File: src/rtl/register_inc_wrap.sv
// Index counter with programmable limit, up/down stepping, wrap or saturate
// behaviour, terminal-count flags and a registered wrap pulse for chaining.
module register_inc_wrap #(
    parameter int unsigned WIDTH     = 8,
    parameter int unsigned STEP      = 1,
    parameter int unsigned RESET_VAL = 0
) (
    input  logic             clk,
    input  logic             rst_n,
    input  logic             clr,
    input  logic             we,
    input  logic             inc,
    input  logic             dec,
    input  logic             sat_mode,
    input  logic [WIDTH-1:0] limit,
    input  logic [WIDTH-1:0] data_in,
    output logic [WIDTH-1:0] data_out,
    output logic             at_limit,
    output logic             zero,
    output logic             wrap_pulse
);

    localparam logic [WIDTH:0]   STEP_EXT  = (WIDTH+1)'(STEP);
    localparam logic [WIDTH-1:0] RESET_CNT = WIDTH'(RESET_VAL);

    logic [WIDTH:0]   up_sum;
    logic             up_fits;
    logic             down_fits;
    logic [WIDTH-1:0] next_data;
    logic             next_pulse;

    // One extra bit keeps overflow past the top of the range visible, so it
    // always counts as exceeding the limit instead of wrapping silently.
    assign up_sum    = {1'b0, data_out} + STEP_EXT;
    assign up_fits   = (up_sum <= {1'b0, limit});
    assign down_fits = ({1'b0, data_out} >= STEP_EXT);

    always_comb begin
        // NOTE: every output of this block gets a default first so no path
        // leaves it unassigned, which would otherwise infer a latch.
        next_data  = data_out;
        next_pulse = 1'b0;
        if (clr) begin
            next_data = '0;
        end else if (we) begin
            next_data = data_in;
        end else if (inc && !dec) begin
            if (up_fits) begin
                next_data = up_sum[WIDTH-1:0];
            end else if (sat_mode) begin
                next_data = limit;
            end else begin
                next_data  = '0;
                next_pulse = 1'b1;
            end
        end else if (dec && !inc) begin
            if (down_fits) begin
                next_data = data_out - STEP_EXT[WIDTH-1:0];
            end else if (sat_mode) begin
                next_data = '0;
            end else begin
                next_data  = limit;
                next_pulse = 1'b1;
            end
        end
    end

    // NOTE: state registers use non-blocking assignments so every flop
    // samples pre-edge values regardless of process evaluation order.
    always_ff @(posedge clk or negedge rst_n) begin
        if (!rst_n) begin
            data_out   <= RESET_CNT;
            wrap_pulse <= 1'b0;
        end else begin
            data_out   <= next_data;
            wrap_pulse <= next_pulse;
        end
    end

    assign at_limit = (data_out == limit);
    assign zero     = (data_out == '0);

endmodule

File: config.mk
export PLATFORM = sky130hd
export DESIGN_NAME = register_inc_wrap
export DESIGN_NICKNAME = d
export VERILOG_FILES = /design/src/rtl/register_inc_wrap.sv
export SDC_FILE = /design/constraint.sdc
export NUM_CORES = 1
export LEC_CHECK = 0
export BUFFER_PORTS_ARGS = -buffer_cell sky130_fd_sc_hd__buf_2
export CAP_MARGIN = 10
export CORE_ASPECT_RATIO = 1.75
export CORE_UTILIZATION = 35
export DETAILED_ROUTE_END_ITERATION = 10
export PLACE_DENSITY = 0.64
export SLEW_MARGIN = 20
export SYNTH_ARGS = -nofsm -noshare
export SYNTH_HDL_FRONTEND = slang
export SYNTH_SLANG_ARGS = --single-unit
export TNS_END_PERCENT = 10
File: constraint.sdc
create_clock -name clk -period 6.8 [get_ports clk]
set_clock_uncertainty 0.2 [all_clocks]
set_input_delay 1.7 -clock clk [delete_from_list [all_inputs] [get_ports clk]]
set_output_delay 1.7 -clock clk [all_outputs]
set_load 0.01 [all_outputs]
# After elaboration in Yosys (flattened, before gate mapping)
# Index checks and enable logic that the tools add are counted.
# word_totals
output_inout_bits,11
word_cells,28
register_bits,9
# classes
n_mux,15
add_sub_neg,2
n_lt_le_gt_ge,2
n_reduce_logical,6
n_eq_ne,1
# ops
cell,count
8-bit two-way mux,8
8-bit by 1-bit adder with 9-bit output (second input constant),1
9-bit by 8-bit less-or-equal comparator with 1-bit output,1
8-bit == test,1
8-bit by 1-bit greater-or-equal comparator with 1-bit output (second input constant),1
8-bit logical NOT,1
8-bit by 1-bit subtractor with 8-bit output (second input constant),1
1-bit two-way mux,7
4-bit nonzero test,1
1-bit logical AND,2
1-bit logical NOT,2

# Logic depth before layout (Yosys ltp)
# depth
ltp_word,6
mapped_depth,10
mapped_depth_nobuf,9

# Worst setup path after synthesis
# Ideal clock, no wire load.
# synth_path
kind,input to output
from,input port limit[0]
to,output port at_limit
arrival_ns,2.444
required_ns,4.900
path_buffers,0
path_slack_ns,2.456
cell_stages,2
cell_sequence,ha_1 nor4_1
# synth_via
elab_chain_cells,1
# synth_rtl
element,line,text
start: declaration,15,"input logic [WIDTH-1:0] limit,"
8-bit == test,80,assign at_limit = (data_out == limit);
end: declaration,18,"output logic at_limit,"
# Every way passes these cells.

# Worst setup path in the final report
# Ends and elaborated chain as after synthesis.

==> metrics.txt <==
RSZ-0062 raised after global routing false; CTS Buf Count 3; Pwr Density 167.4 nW/um2; Core Rows 31; FF-to-FF End wrap_pulse; Post-Syn Instances 198; postcts setup bufs 0; Worst setup startpoint limit[0]; sequential share of the synthesized area 14.50%; cts hold-fix bufs 0; most frequent cells in the layout buf_2, inv_1, a21oi_1, ha_1, xnor2_1; most common flop cell mapped by yosys dfrtp_1; ys async rst share 100.0%; min-delay worst type flip-flop to flip-flop; #FFs+latches synth 9; crit path launch type input port; Data arrival, critical path 2.55 ns; outcome finished clean; first-pass GRT wire length 8100 um; Core Util, Final 41.76%; DRT antenna net count 0; CTS tree yes; Starting Density 37.07%; final setup fails 0; Slew Limit Fails 0; Die Wd 52.35 um; Clock transition at path regs 0.05 ns; worst vdd ir 0.06132 mV; endpoint type of the worst setup path primary output; CP most frequent cell buf_2; worst-skew pair later-pin latency 0.25 ns; antenna violations before repair 0; max incr delay on CP 0.31 ns; most common cell after layout, fill and taps aside buf_2; Final Cycle Share 65.45%; Fmax 0.2247 GHz; final wirelength 4986 um; max cap viols 0; worst r2r path cells 9; Die Area 4717 um2; RePlAce Congestion 0.9130; CP endpoint at_limit; WP data required 4.90 ns; Hold Violations, Final 0; worst reg2reg setup slack 3.00 ns; Setup CP Type input port to primary output; GRT Util Overall 22.45%; routed via count 1665; fin nets 258; Syn Nets 235; Max clock buf depth 2; DRC viols 0; fraction of layout instances using a drive strength above 1 21.82%; minimum clock period 4.451 ns; grt ovf 0; die height 90.11 um; crit-path max FO 3; H-tree lvl count 1; Yosys Warn Count 0; FILL cells 448; vias in the first global route 1644; First-pass DRT Iterations 4; I/O Pins 34; vias per std cell 6.190; # port buffers 33; leading area contributor after synthesis dfrtp_1; pin count of the biggest net entering global routing 27; Worst slew margin 49.60%; syn_area_per_cell 7.842 um2; Leak 0.7509 nW; CP max stage cell ha_1; CTS root buffer clkbuf_8; number of synthesized flops with an enable pin 0; synthesized area 1553 um2; Worst-Margin Slew 0.7547 ns; Netlist cell types 51; dominant cells by area after synthesis dfrtp_1, ha_1, xnor2_1; P&R area growth vs syn 12.65%; setup TNS 0 ns; wire per inst 18.54 um; Clock Sinks 9; CP cell instances buf_2 > ha_1 > nor4_1 > buf_2; core area 4189 um2; initial DRC count 70; antenna cells 0; Resized cells post-CTS 0; share of the synthesized area in the top cell type 14.50%; Reg2Reg Launch Point data_out[2]; hpwl dp 3754 um
metrics by stage:
step | hold slack (ns) | area, um2 | setup slack, ns | total power [mW] | cells
detailed placement | 0.6622 | 1704 | 2.361 | 0.2238 | 265
global placement | 0.6658 | 1704 | 2.324 | 0.2231 | 265
finish | 0.6866 | 1749 | 2.350 | 0.2928 | 269
CTS | 0.6731 | 1749 | 2.347 | 0.2915 | 269
floorplan | 0.5348 | 1553 | 2.456 | 0.1840 | 198
global route | 0.7657 | 1749 | 2.220 | 0.3111 | 269
final cells by class:
cell class,count,area (um2),share of cell area [%]
flip-flops and latches,9,225.2,12.88
inverters,19,71.32,4.077
repair buffers,33,165.2,9.442
well taps,49,61.31,3.505
multi-input cells,155,1181,67.52
clock buffers,4,45.04,2.575
worst min-delay path by stage:
stage | start | to | cells past startpoint
2_1_floorplan | data_out[3] | wrap_pulse | 3
3_3_place_gp | data_out[7] | data_out[7] | 2
3_5_place_dp | data_out[7] | data_out[7] | 2
4_1_cts | data_out[7] | data_out[7] | 2
5_1_grt | data_out[5] | data_out[5] | 2
6_report | data_out[7] | data_out[7] | 2
sequential cells by signal, indices dropped and copies added, names as in the netlist:
register	flops
data_out	8
wrap_pulse	1
Yosys cell counts (2+ instances only):
library cell / count
buf_4: 2
o211ai_1: 7
xnor2_1: 13
or2_2: 3
a21o_1: 2
and2_1: 2
a211o_1: 3
o31a_1: 2
buf_2: 3
nor2b_1: 2
o21ai_0: 6
dfrtp_1: 9
nor4_1: 2
nor3_1: 3
a31oi_1: 7
nand3_1: 7
and3_1: 3
a221o_1: 2
a2111oi_2: 2
a21oi_1: 18
xor2_1: 2
ha_1: 14
nand4_1: 10
o21a_1: 2
nand2b_1: 5
o31ai_1: 2
a311oi_1: 2
a211oi_1: 5
nand2_1: 6
clkbuf_1: 9
a221oi_1: 3
nor2_1: 3
inv_1: 19
report_power, final:
part	switching (mW)	total, mW	internal, mW	leakage (nW)
combinational	0.0803	0.144	0.0639	0.609
sequential	0.0223	0.0805	0.0582	0.119
clock	0.0267	0.0680	0.0413	0.0228
total	0.129	0.293	0.163	0.751
worst max-delay path: cells and delay by family:
kind,cells,cell delay [ns]
adder cells (fa/ha/maj),1,0.31
buffers and inverters,2,0.29
AND/OR/NAND/NOR,1,0.25
per-layer routing:
layer  vias up  part of all wire [%]  global-route usage, %  wire length (um)
li1        796                     -                      -                 -
met1       785                    40                  26.08              1995
met2        72                    52                  38.92              2569
met3        12                   5.4                  1.523               270
met4         0                   3.0                  11.40               150
met5         -                     0                      0                 0
cell families after synthesis:
group	share of synthesized area, %
DFF	14.50
AOI/OAI and AO/OA	32.07
buffers and inverters	9.427
adders and majority gates	11.28
and+or+nand+nor	24.25
xor gates and xnor gates	8.461
Note: power is estimated with default switching activity, not from simulation.
